===== config.mk =====
export PLATFORM = sky130hd
export DESIGN_NAME = pipe_reg_elastic
export DESIGN_NICKNAME = d
export VERILOG_FILES = /design/src/rtl/pipe_reg_elastic.sv
export SDC_FILE = /design/constraint.sdc
export NUM_CORES = 1
export LEC_CHECK = 0
export ABC_AREA = 1
export CAP_MARGIN = 20
export CORE_MARGIN = 2
export CORE_UTILIZATION = 32
export CTS_CLUSTER_SIZE = 8
export DETAILED_ROUTE_END_ITERATION = 8
export GPL_ROUTABILITY_DRIVEN = 0
export SYNTH_ARGS = -nofsm -noshare
export SYNTH_HDL_FRONTEND = slang
export SYNTH_SLANG_ARGS = --single-unit
export TNS_END_PERCENT = 20

===== constraint.sdc =====
create_clock -name clk -period 2.3 [get_ports clk]
set_input_delay 0.46 -clock clk [delete_from_list [all_inputs] [get_ports clk]]
set_output_delay 0.46 -clock clk [all_outputs]
set_load 0.1 [all_outputs]

===== src/rtl/pipe_reg_elastic.sv =====
// ---------------------------------------------------------------------------
// pipe_reg_elastic
//   Elastic valid/ready register pipeline of STAGES stages. Each stage holds
//   one payload and a valid bit. Back-pressure travels through a
//   combinational ready chain, so an empty stage (bubble) always accepts
//   data even while the stages downstream of it are stalled. A per-stage
//   flush vector kills payloads, and a saturating counter records how many
//   payloads were killed.
//
// Ports
//   clk        in   rising-edge clock
//   reset      in   asynchronous active-low reset
//   in_valid   in   upstream offers a payload
//   in_data    in   upstream payload [DATA_WIDTH]
//   in_ready   out  stage 0 can accept this cycle
//   out_valid  out  last stage holds a valid payload
//   out_data   out  last-stage payload [DATA_WIDTH]
//   out_ready  in   downstream accepts this cycle
//   flush      in   per-stage kill vector [STAGES], bit i -> stage i
//   occupancy  out  number of valid stages (registered)
//   flush_cnt  out  saturating count of payloads killed by flush [16]
// ---------------------------------------------------------------------------
module pipe_reg_elastic #(
    parameter int DATA_WIDTH = 32,
    parameter int STAGES     = 2,
    localparam int OCC_W     = $clog2(STAGES + 1)
) (
    input  logic                  clk,
    input  logic                  reset,
    input  logic                  in_valid,
    input  logic [DATA_WIDTH-1:0] in_data,
    output logic                  in_ready,
    output logic                  out_valid,
    output logic [DATA_WIDTH-1:0] out_data,
    input  logic                  out_ready,
    input  logic [STAGES-1:0]     flush,
    output logic [OCC_W-1:0]      occupancy,
    output logic [15:0]           flush_cnt
);

    logic [STAGES:0]         ready;
    logic [STAGES-1:0]       v_q;
    logic [STAGES-1:0]       v_d;
    // Valid bits as they would be after the edge if no flush were applied;
    // used to count the payloads that flush actually kills.
    logic [STAGES-1:0]       v_pre;
    logic [DATA_WIDTH-1:0]   d_q [STAGES];
    logic [DATA_WIDTH-1:0]   d_d [STAGES];
    logic [OCC_W-1:0]        occ_q;
    logic [OCC_W-1:0]        occ_d;
    logic [15:0]             flush_cnt_q;
    logic [15:0]             flush_cnt_d;
    logic [3:0]              kill_n;
    logic [16:0]             cnt_sum;

    // Ready chain, evaluated from the output back towards the input so that
    // a single empty stage anywhere downstream frees every stage above it.
    always_comb begin
        ready[STAGES] = out_ready;
        for (int i = STAGES - 1; i >= 0; i--) begin
            ready[i] = !v_q[i] | ready[i+1];
        end
    end

    generate
        for (genvar gi = 0; gi < STAGES; gi++) begin : g_stage
            logic                  src_valid;
            logic [DATA_WIDTH-1:0] src_data;
            logic                  take;

            if (gi == 0) begin : g_src_in
                assign src_valid = in_valid;
                assign src_data  = in_data;
            end else begin : g_src_prev
                assign src_valid = v_q[gi-1];
                assign src_data  = d_q[gi-1];
            end

            assign take      = ready[gi] & src_valid;
            // A ready stage takes whatever its source offers (possibly a
            // bubble); a stalled stage holds.
            assign v_pre[gi] = ready[gi] ? src_valid : v_q[gi];
            assign v_d[gi]   = v_pre[gi] & ~flush[gi];
            // Data only moves on a real transfer; invalid stages keep stale data.
            assign d_d[gi]   = take ? src_data : d_q[gi];
        end
    endgenerate

    always_comb begin
        occ_d  = '0;
        kill_n = '0;
        for (int i = 0; i < STAGES; i++) begin
            occ_d  = occ_d + OCC_W'(v_d[i]);
            kill_n = kill_n + 4'(v_pre[i] & flush[i]);
        end
        cnt_sum     = {1'b0, flush_cnt_q} + 17'(kill_n);
        flush_cnt_d = cnt_sum[16] ? 16'hFFFF : cnt_sum[15:0];
    end

    always_ff @(posedge clk or negedge reset) begin
        if (!reset) begin
            v_q         <= '0;
            occ_q       <= '0;
            flush_cnt_q <= '0;
            for (int i = 0; i < STAGES; i++) begin
                d_q[i] <= '0;
            end
        end else begin
            v_q         <= v_d;
            occ_q       <= occ_d;
            flush_cnt_q <= flush_cnt_d;
            for (int i = 0; i < STAGES; i++) begin
                d_q[i] <= d_d[i];
            end
        end
    end

    assign in_ready  = ready[0];
    assign out_valid = v_q[STAGES-1];
    assign out_data  = d_q[STAGES-1];
    assign occupancy = occ_q;
    assign flush_cnt = flush_cnt_q;

endmodule


# [Word level (Yosys, flattened, before mapping)]
# Index checks and enable logic that the tools add are counted.
[word_totals] reg_bits=84
[classes] n_addsub=3 muxes=3 n_bitwise=10 n_reduce_logical=2
[op_table] op="$add 16x2->17" n=1
[op_table] op="$mux 16" n=1
[op_table] op="$and 1x1->1" n=6
[op_table] op="$add 1x1->2" n=2
[op_table] op="$logic_not 1->1" n=2
[op_table] op="$mux 1" n=2
[op_table] op="$not 1->1" n=2
[op_table] op="$or 1x1->1" n=2

# [Logic depth before layout (Yosys ltp)]
[depth] depth_word=8 mapped_depth=12 mapped_depth_nobuf=11

# [Worst setup path after synthesis]
# No wires, ideal clock.
[synth_timing] path_type="reg2reg" startpoint="register v_q[1]" endpoint="register flush_cnt_q[11], in the netlist flush_cnt[11]" arrival_time_ps=2605 t_required_ps=2229 setup_slack_ps=-376 path_stages_with_launch=12 path_buffers=1 path_cell_list="dfrtp_1 nand3_2 a21boi_0 fa_1 ha_1 nand3_2 inv_2 nand2_2 nor2_4 nand2_2 buf_6 nand3_1"
[synth_via] elab_chain_len=8
[synth_lines] item="start: declaration" line="42" rtl="logic [STAGES-1:0] v_q;"
[synth_lines] item="start signal: assignment" line="109" rtl="v_q <= v_d;"
[synth_lines] item="$logic_not 1->1" line="61" rtl="ready[i] = !v_q[i] | ready[i+1];"
[synth_lines] item="$or 1x1->1 (2 in a row)" line="61"
[synth_lines] item="$mux 1" line="82" rtl="assign v_pre[gi] = ready[gi] ? src_valid : v_q[gi];"
[synth_lines] item="$and 1x1->1" line="94" rtl="kill_n = kill_n + 4'(v_pre[i] & flush[i]);"
[synth_lines] item="$add 1x1->2 (*)" line="94"
[synth_lines] item="$add 16x2->17 (*)" line="96" rtl="cnt_sum = {1'b0, flush_cnt_q} + 17'(kill_n);"
[synth_lines] item="$mux 16 (*)" line="97" rtl="flush_cnt_d = cnt_sum[16] ? 16'hFFFF : cnt_sum[15:0];"
[synth_lines] item="via flush_cnt_d[11]" line="52" rtl="logic [15:0] flush_cnt_d;"
[synth_lines] item="end signal: assignment" line="111" rtl="flush_cnt_q <= flush_cnt_d;"
[synth_lines] item="end: declaration" line="51" rtl="logic [15:0] flush_cnt_q;"
# The timed path passes the listed nets; every way through them passes the cells marked *.
# A chain may end at the register's enable or synchronous reset.

# [Worst setup path in the final report]
[layout_timing] startpoint="input port out_ready" endpoint="register flush_cnt_q[9], in the netlist flush_cnt[9]"
[layout_via] elab_chain_len=7
[layout_lines] item="start: declaration" line="35" rtl="input logic out_ready,"
[layout_lines] item="$or 1x1->1 (*)" line="61"
[layout_lines] item="$or 1x1->1" line="61"
[layout_lines] item="$mux 1" line="82"
[layout_lines] item="$and 1x1->1" line="94"
[layout_lines] item="$add 1x1->2 (*)" line="94"
[layout_lines] item="$add 16x2->17 (*)" line="96"
[layout_lines] item="$mux 16 (*)" line="97"
[layout_lines] item="via flush_cnt_d[9]" line="52"
# Marks and branches as above.

==> impl_summary.md <==
STA
The final count of pins violating max slew was 0. The final count of hold timing violations came to 0. The clock period minus worst slack is between 2000 and 2500 ps. For this run, the top clock speed supported by timing is between 400 and 500 MHz. In the finished design, the share of the clock period the worst path needs comes to 93.1%.

For the pin with the worst max-slew slack, the measured transition is approximately 460 ps. Across all setup checks in the final design, the least slack found is between 150 and 200 ps. Setup repair after global routing left no endpoint under its margin. Across the routed clock network, the largest skew measured is between 9 and 10 ps. The final setup violation count is 0. The worst slew slack as a fraction of its limit is between 60 and 70%.

Placed design
The number of buffer cells added on primary ports is approximately 90. Once placement completed, the tool counted placed cells totaling ~600. In this run the cell area measured after placement is around 0.0045 mm2. Detailed placement finished with a half-perimeter wire length of between 5000 and 6000 um. The post-placement worst setup slack is -285 ps.

Cells and area
From synthesis to final layout, the design area changed by 35.0%. Cells fill 43.7% of the core in the end. The ratio of cells with drive above 1 in the final layout is roughly a fifth. The multi-input gate area in the final layout is approximately 0.0011 mm2.

The number of nets in the layout is roughly 520. 0 antenna diodes ended up in the layout. The finished cells cover 0.00470 mm2. The area taken by flip-flops and latches is 0.00211 mm2.

Leaving out filler cells and counting taps, the final layout contains between 600 and 700. The filler cells instantiated in the layout total ~1100.

Floorplanning
The boundary pin count is 90. The overall die area is 0.0117 mm2. The row count is 38.

The total area inside the core boundary comes to 0.0107 mm2. The height of the die is roughly 110 um. The floorplan step set the die width to 108 um. The starting density of the core is roughly 32%.

Detailed routing
The total wire length after detailed routing is 7700 um. The via-per-instance ratio is around 4.4. Detailed routing inserted a total of roughly 2700 vias. The first-iteration detailed-routing DRC count is ~150. For this run, design rule violations remaining after detail routing come to 0. The first-pass iteration count of the detailed router is 4. In this run the remaining antenna-violating nets after routing total 0. After detailed routing, the average wire length per cell comes to 12.3 um.

Global routing
The wire length of the first global-routing pass is 12600 um. The global-route usage over all layers is between 10% and 20%. Entering global routing, the biggest net connects 58 pins. The number of antenna violations at the first check in global routing came to 0.

The number of global-route vias before repair is 2631. The total overflow reported by the global router is 0.

Clock network
For this design, the sink count on the clock tree is 84. The insertion delay to the later sink of the worst-skew pair is about 340 ps. The cts-stage hold buffer count is 0. The maximum root-to-sink buffer count is 2. The clock tree from TritonCTS is built. The clock buffer count from CTS is 9.

After clock tree synthesis, the clock-pin slew on the worst setup and hold paths is about 100 ps. The clock tree root driver cell is sky130_fd_sc_hd__clkbuf_8. Once the clock tree was built, the resizer swapped 0 gates to a different size. Post-CTS timing repair inserted 0 buffers for setup.

In this run the number of H-tree levels came out at 3.

Setup path
The startpoint type of the worst setup path is an input pin. Of all nets on the critical path, the largest fanout is 14. Data on the critical path is required at its endpoint by 2510 ps. For the worst flop-to-flop path, the logic depth is 10. Data arrives at the worst endpoint at between 2000 and 2500 ps.

The kind of end point of the critical path is a flip-flop. The category of the most critical setup path is input pin to flip-flop.

Synthesis
The fraction of synthesized cell area taken by the top area cell type is 60.4%. For this run, the leading register cell type out of synthesis is sky130_fd_sc_hd__dfrtp_1. Sorting the synthesized cells by how often they occur yields 98 x sky130_fd_sc_hd__nand2_1, 84 x sky130_fd_sc_hd__dfrtp_1, 41 x sky130_fd_sc_hd__nand3_1. The cell area that synthesis handed to floorplanning was approximately 0.0035 mm2. Synthesis inferred between 80 and 90 register bits. After synthesis, the mean cell area works out to roughly 9.1 um2. The number of distinct library cell variants in the gate-level netlist after synthesis is 26.

Yosys attributes the largest share of cell area to sky130_fd_sc_hd__dfrtp_1 60%, sky130_fd_sc_hd__nand2_1 11%, sky130_fd_sc_hd__nand3_1 5.9%. The post-synthesis sequential area ratio is 60.4%. sky130_fd_sc_hd__dfrtp_1 takes more of the synthesized area than any other cell. Of all flip-flops after synthesis, the portion carrying an async set or reset was 100%. In the post-synthesis netlist, the cell with the most instances is sky130_fd_sc_hd__nand2_1. The net count after synthesis is 425. Counting every instance in the synthesized netlist gives around 380.

Yosys mapped a number of flops with a built-in enable equal to 0. The warning count from the yosys run is 0.

Power
The final total power is approximately 4.8 mW. The total power per unit cell area is 1030 mW/mm2. In this run, the combinational gates consume roughly 38% of the power. The internal power of the cells totals 2.71 mW. The switching part of the total is 44.1%. The switching power total is approximately 2.1 mW. The maximum resistive drop on vdd is 0.472 mV. In this run the static leakage power is ~2.4 nW.

The part of the total power dissipated in the clock network is 24.6%. Sequential cells account for a little under two fifths of the total power.

Flow run
Across the run, the number of max-cap violations was 0.

Hold path
The path class of the tightest hold or removal check is input pin to async pin.

Run status
The run finished with clean final reports.
==> per-stage QoR <==
stage	hold slack [ps]	TNS, ps
finish	28.3	0
global route	34.2	0
global placement	404	-3070
detailed placement	415	-3700
CTS	29.7	0
floorplan	164	0
==> critical path, cell delays in order <==
cell and delay [ps]:
sky130_fd_sc_hd__clkdlybuf4s50_1 450, sky130_fd_sc_hd__inv_1 50, sky130_fd_sc_hd__nand3_2 60, sky130_fd_sc_hd__a21boi_1 80, sky130_fd_sc_hd__fa_1 420, sky130_fd_sc_hd__ha_1 230, sky130_fd_sc_hd__nand3_2 90, sky130_fd_sc_hd__inv_2 40
sky130_fd_sc_hd__nand2_2 80, sky130_fd_sc_hd__nor2_4 40, sky130_fd_sc_hd__nand2_2 220, sky130_fd_sc_hd__nand3_1 130
==> final timing paths <==
| path | startpoint | slack [ps] | end |
|---|---|---|---|
| setup reg to reg | v_q[1]$_DFF_PN0_ | 260 | flush_cnt[9]$_DFF_PN0_ |
| max in group asynchronous | reset | 1660 | out_data[20]$_DFFE_PN0P_ |
| hold / removal | reset | 30 | flush_cnt[5]$_DFF_PN0_ |
| hold reg to reg | g_stage[1].src_data[19]$_DFFE_PN0P_ | 470 | g_stage[1].src_data[19]$_DFFE_PN0P_ |
| min in group clk | g_stage[1].src_data[19]$_DFFE_PN0P_ | 470 | g_stage[1].src_data[19]$_DFFE_PN0P_ |
| setup / recovery | out_ready | 160 | flush_cnt[9]$_DFF_PN0_ |
==> layer usage <==
layer	vias to the layer above	global-route usage, %	part of all wire, %
met4	0	4.40	1.3
met5	-	0	0
met3	9	3.13	5.7
met1	1268	19.0	47
met2	67	21.4	46
li1	1404	-	-
==> power groups by stage <==
stage / Sequential [mW] / Clock, mW / Combinational (mW)
after global placement: 1.86 / 0 / 1.83
after global routing: 1.87 / 1.30 / 1.91
after detailed placement: 1.87 / 0 / 1.83
after floorplan: 2.94 / 0 / 0.272
final: 1.84 / 1.19 / 1.82
after CTS: 1.84 / 1.23 / 1.83
==> registers in the layout, summed over array words and instances (netlist names) <==
| signal | flops |
|---|---|
| occupancy | 2 |
| out_data | 32 |
| flush_cnt | 16 |
| v_q | 2 |
| g_stage.src_data | 32 |
==> cell usage in the layout (no fill, tap or decap), drive strengths merged, types with 2 or more instances in the layout <==
cell | Yosys | final
xnor2 | 2 | 2
ha | 2 | 2
inv | 42 | 45
buf | 12 | 68
nor2 | 35 | 35
dfrtp | 84 | 84
bufinv | 0 | 2
clkinv | 0 | 2
a21boi | 2 | 2
a21oi | 22 | 22
o21ai | 26 | 26
nand3 | 43 | 43
clkbuf | 4 | 9
clkdlybuf4s50 | 0 | 36
or2 | 3 | 3
nand2 | 102 | 102
nand4 | 2 | 2
==> cells by family (layout without fill, tap and decap cells) <==
| family | count (synthesis) | after routing | share of synthesized area [%] |
|---|---|---|---|
| buffers and inverters | 58 | 162 | 7.01 |
| xor gates and xnor gates | 3 | 3 | 0.755 |
| AOI/OAI and AO/OA | 50 | 50 | 7.33 |
| and+or+nand+nor | 186 | 186 | 23.2 |
| DFF | 84 | 84 | 60.4 |
| adders and majority gates | 3 | 3 | 1.29 |
==> final cells by class <==
type | count | area share, %
Inverter | 42 | 3.35
Multi-Input combinational cell | 242 | 24.1
Clock inverter | 7 | 2.26
Timing Repair Buffer | 104 | 19.1
Tap cell | 140 | 3.73
Sequential cell | 84 | 44.8
Clock buffer | 9 | 2.64
Note: power is estimated with default switching activity, not from simulation.
==> edit 1 (same flow settings) <==
Reset style: synchronous (`reset`), changed in one clocked block. Comments in the files are not updated.
--- a/src/rtl/pipe_reg_elastic.sv
+++ b/src/rtl/pipe_reg_elastic.sv
@@ -97,7 +97,7 @@
         flush_cnt_d = cnt_sum[16] ? 16'hFFFF : cnt_sum[15:0];
     end
 
-    always_ff @(posedge clk or negedge reset) begin
+    always_ff @(posedge clk) begin
         if (!reset) begin
             v_q         <= '0;
             occ_q       <= '0;
Behaviour: differs if reset is asserted again (counterexample within 4 cycles, from zero or initial values and one cycle with reset low); with reset held inactive, the same outputs for 10 cycles.
==> edit 1 against the unedited design <==
  * Design area decreased by 3.8%
  * Critical path depth is 4 higher
  * Area after synthesis is 1.4% higher
  * Register-to-register slack better by 0.14 ns
  * Highest routed layer unchanged
  * First-iteration DRC count shrank 65%
  * Count of clock-buffer cells in the layout unchanged
  * Setup slack worse by 0.029 ns
  * Sequential cell count is the same
  * Routed wire length increased by 1.0%
  * Global-route usage rose by 0.12 points
Power is not compared: it rests on default switching activity, and its combinational part moved more than twofold at a synthesized area within 25%.
==> edit 1: results (changes against the unedited design) <==
Synth Area in Compound Gates 0.117 (+0.0440); hold slack final 0.481 ns (+0.453 ns); Avg Synthesized Cell Area 7.64 sq um (-16%); share of cells above drive strength 1 0.204 (-0.000759); Placement Setup Slack -0.291 ns (-0.00619 ns); area delta synth->final 28.1%; total via count in the routed design 2,912 (+6.0%); status finished clean; most frequent cells after synthesis nor2_1 (140), dfxtp_1 (84), o21ai_0 (67); top flip-flop cell by instance count after synthesis dfxtp_1; filler instances 1,148 (+6.5%); cell type group with the largest total delay on the critical path buffers and inverters; sequential fraction of the synthesis area 0.476 (-0.127); fraction of synthesized cell area in xor and xnor cells 0.0174 (+0.00982); worst clock skew 0.00936 ns (-0.000599 ns); Non-clock buffers, area share 0.200 (+0.00965); Reg2Reg Launch Point v_q[0]$_SDFF_PN0_; Clock Pin Slew Worst Setup and Hold Paths 0.08 ns (-0.02 ns); Unique masters post-synth 31 (+19%); nonclk inv count 34 (-19%); area of the core region 10,800 sq um (+0.44%); Total Routing Usage GR 0.138 (+0.00116); vias in the first global route 2,724 (+3.5%); wire length reported by the detailed router 7780 um (+1.0%); sequential portion of the cell area 0.373 (-0.0755)
-- edit 1: cell types whose count changed after synthesis, moves of 3 or more --
cell and delta:
clkbuf_1 +7, a21oi_1 -12, nand2_1 -67, nor2_1 +108, xor2_1 +3, or2_2 -3
o21ai_0 +41, dfxtp_1 +84, buf_4 +33, inv_1 -9, dfrtp_1 -84, nand3_1 -28
-- edit 1: report_power, final --
group | internal [mW] | switching [mW] | leakage, nW | total [mW]
Combinational | 0.166 | 0.381 | 1.25 | 0.547
Clock | 0.508 | 0.546 | 0.100 | 1.05
Sequential | 1.53 | 0.0370 | 0.690 | 1.56
Total | 2.20 | 0.964 | 2.04 | 3.16
-- edit 1: metal layers --
metal / up-vias / share of wire / wire length, um / track usage
met5: - / 0 / 0 / 0
met1: 1293 / 0.46 / 3560 / 0.169
met3: 7 / 0.066 / 513 / 0.0412
met4: 0 / 0.0094 / 73 / 0.0495
li1: 1544 / - / - / -
met2: 68 / 0.47 / 3630 / 0.230
==> edit 2 (config.mk and constraints unchanged) <==
Without the edit above. The parameter `DATA_WIDTH` goes from 32 to 16.
--- a/src/rtl/pipe_reg_elastic.sv
+++ b/src/rtl/pipe_reg_elastic.sv
@@ -21,7 +21,7 @@
 //   flush_cnt  out  saturating count of payloads killed by flush [16]
 // ---------------------------------------------------------------------------
 module pipe_reg_elastic #(
-    parameter int DATA_WIDTH = 32,
+    parameter int DATA_WIDTH = 16,
     parameter int STAGES     = 2,
     localparam int OCC_W     = $clog2(STAGES + 1)
 ) (
Interface: changed (resized in_data and out_data); port bits go from 90 to 58. No check against the original RTL was run, so the function may have changed too.
==> edit 2 against the unedited design <==
  * Die area is 32% lower
  * Register-to-register slack better by 0.06 ns
  * Design area is 34% lower
  * Count of clock-buffer cells in the layout is 3 lower
  * Routed wire length is 34% lower
  * Setup slack hardly changed
  * Cell count is 31% lower
  * Area after synthesis is 33% lower
  * Power is 40% lower
  * Combinational power is 32% lower
  * Non-clock buffer count is 35 lower
  * Sequential cell count is 32 lower
==> edit 2: results (changes against the unedited design) <==
status finished clean; post-synth net total 290 (-32%); vias in the first global route 1,833 (-30%); Worst-Margin Slew 0.619 ns (+0.155 ns); arrival time reported for the critical path endpoint 2.33 ns (-0.02 ns); filler instances 757 (-30%); initial detailed-routing violation count 57 (-62%); worst clock skew 0.00824 ns (-0.00172 ns); maximum number of pins on one net before global-route repair 32 (-45%); Area contributors post-synth dfrtp_1 (56%), nand2_1 (13%), nand3_1 (7.7%); switching part of the total 0.471 (+0.0301); Worst Setup Slack, final 0.160 ns (+0.000423 ns); cell type group with the largest total delay on the critical path buffers and inverters; hold slack final 0.111 ns (+0.0830 ns); Total Routing Usage GR 0.142 (+0.00506); total via count in the routed design 1,918 (-30%); hpwl dp 3810 um (-31%); share of cells above drive strength 1 0.228 (+0.0233); VDD IR-drop max 1.14 mV (+140%); post-synthesis async set-or-reset flop share 1.00 (unchanged); most frequent cells after synthesis nand2_1 (83), dfrtp_1 (52), nand3_1 (36); length in cells of the worst reg-to-reg path 11 (+1); maximum fanout along the worst path 5 (-9); worst reg-to-reg setup slack 0.32 ns (+0.06 ns); clock insertion delay at the later pin of the skew report 0.31 ns (-0.03 ns); Placement Setup Slack -0.208 ns (+0.0765 ns); Reg2Reg Launch Point v_q[1]$_DFF_PN0_; average detailed-routed wire length per instance 11.8 um (-3.6%); first-pass GRT wire length 8560 um (-32%); number of H-tree levels 2 (-1); Unique masters post-synth 24 (-7.7%); sequential fraction of the synthesis area 0.559 (-0.0444); number of I/O port buffers 57 (-36%); number of buffers created by CTS 5 (-4); endpoint of the worst-slack reg-to-reg timing path flush_cnt[12]$_DFF_PN0_; Cell Area, Placed 3010 sq um (-33%); Final Net Count 357 (-32%); post-route antenna net violation count 0 (unchanged)
==> edit 2: cell types whose count changed after synthesis, sizes merged <==
cell / before / now
dfrtp: 84 / 52
a21oi: 22 / 6
inv: 42 / 26
nand2: 102 / 86
nor2: 35 / 19
o21ai: 26 / 10
buf: 12 / 4
clkbuf: 4 / 5
==> edit 2: cell families after synthesis <==
kind of cell,count (synthesis),synth area share
simple gates,154,0.308
flops,52,0.559
compound gates,18,0.0409
xor+xnor,3,0.0113
buf+inv,35,0.0608
fa+ha+maj,3,0.0194
==> edit 2: worst register-to-register path, delay by kind of cell, from the launching register on <==
kind	cells	cell delay, ns
buf+inv	3	0.22
flops	1	0.49
fa+ha+maj	2	0.62
simple gates	5	0.44
compound gates	1	0.10
==> edit 2: power groups by stage <==
stage	sequential [mW]	clock [mW]	combinational, mW
final	1.15	0.516	1.23
after detailed placement	1.17	0	1.24
after floorplan	1.90	0	0.195
after global routing	1.17	0.585	1.30
after global placement	1.17	0	1.23
after CTS	1.16	0.543	1.24
==> edit 2: routing by layer <==
layer / up-vias / global-route usage / part of all wire
li1: 969 / - / -
met1: 902 / 0.174 / 0.46
met2: 37 / 0.238 / 0.48
met3: 10 / 0.0452 / 0.049
met4: 0 / 0.0461 / 0.016
met5: - / 0 / 0
==> edit 2: through the flow <==
| step | utilization | std cells | total power [mW] |
|---|---|---|---|
| floorplan | - | 265 | 2.10 |
| finish | 0.435 | 432 | 2.90 |
| CTS | 0.435 | 432 | 2.94 |
| global placement | 0.422 | 424 | 2.40 |
| global route | 0.435 | 432 | 3.06 |
| detailed placement | 0.422 | 424 | 2.41 |
==> edit 2: layout make-up <==
cell class	count	share of cell area
inverters	26	0.0315
multi-input cells	178	0.285
repair buffers	69	0.194
well taps	99	0.0399
flip-flops and latches	52	0.421
clock buffers	6	0.0234
clock inverters	2	0.00524
==> edit 2: how the worst max path moves through the flow <==
stage,startpoint,endpoint
floorplan,v_q[1]$_DFF_PN0_,flush_cnt[11]$_DFF_PN0_
global placement,out_ready,flush_cnt[14]$_DFF_PN0_
detailed placement,out_ready,flush_cnt[12]$_DFF_PN0_
CTS,out_ready,flush_cnt[12]$_DFF_PN0_
global route,out_ready,flush_cnt[12]$_DFF_PN0_
finish,out_ready,flush_cnt[12]$_DFF_PN0_
==> edit 2: timing repair <==
| action | in CTS | in global routing |
|---|---|---|
| gates resized for setup | 0 | 1 |
| setup endpoints to repair | 0 | 10 |
| hold buffers | 0 | 0 |
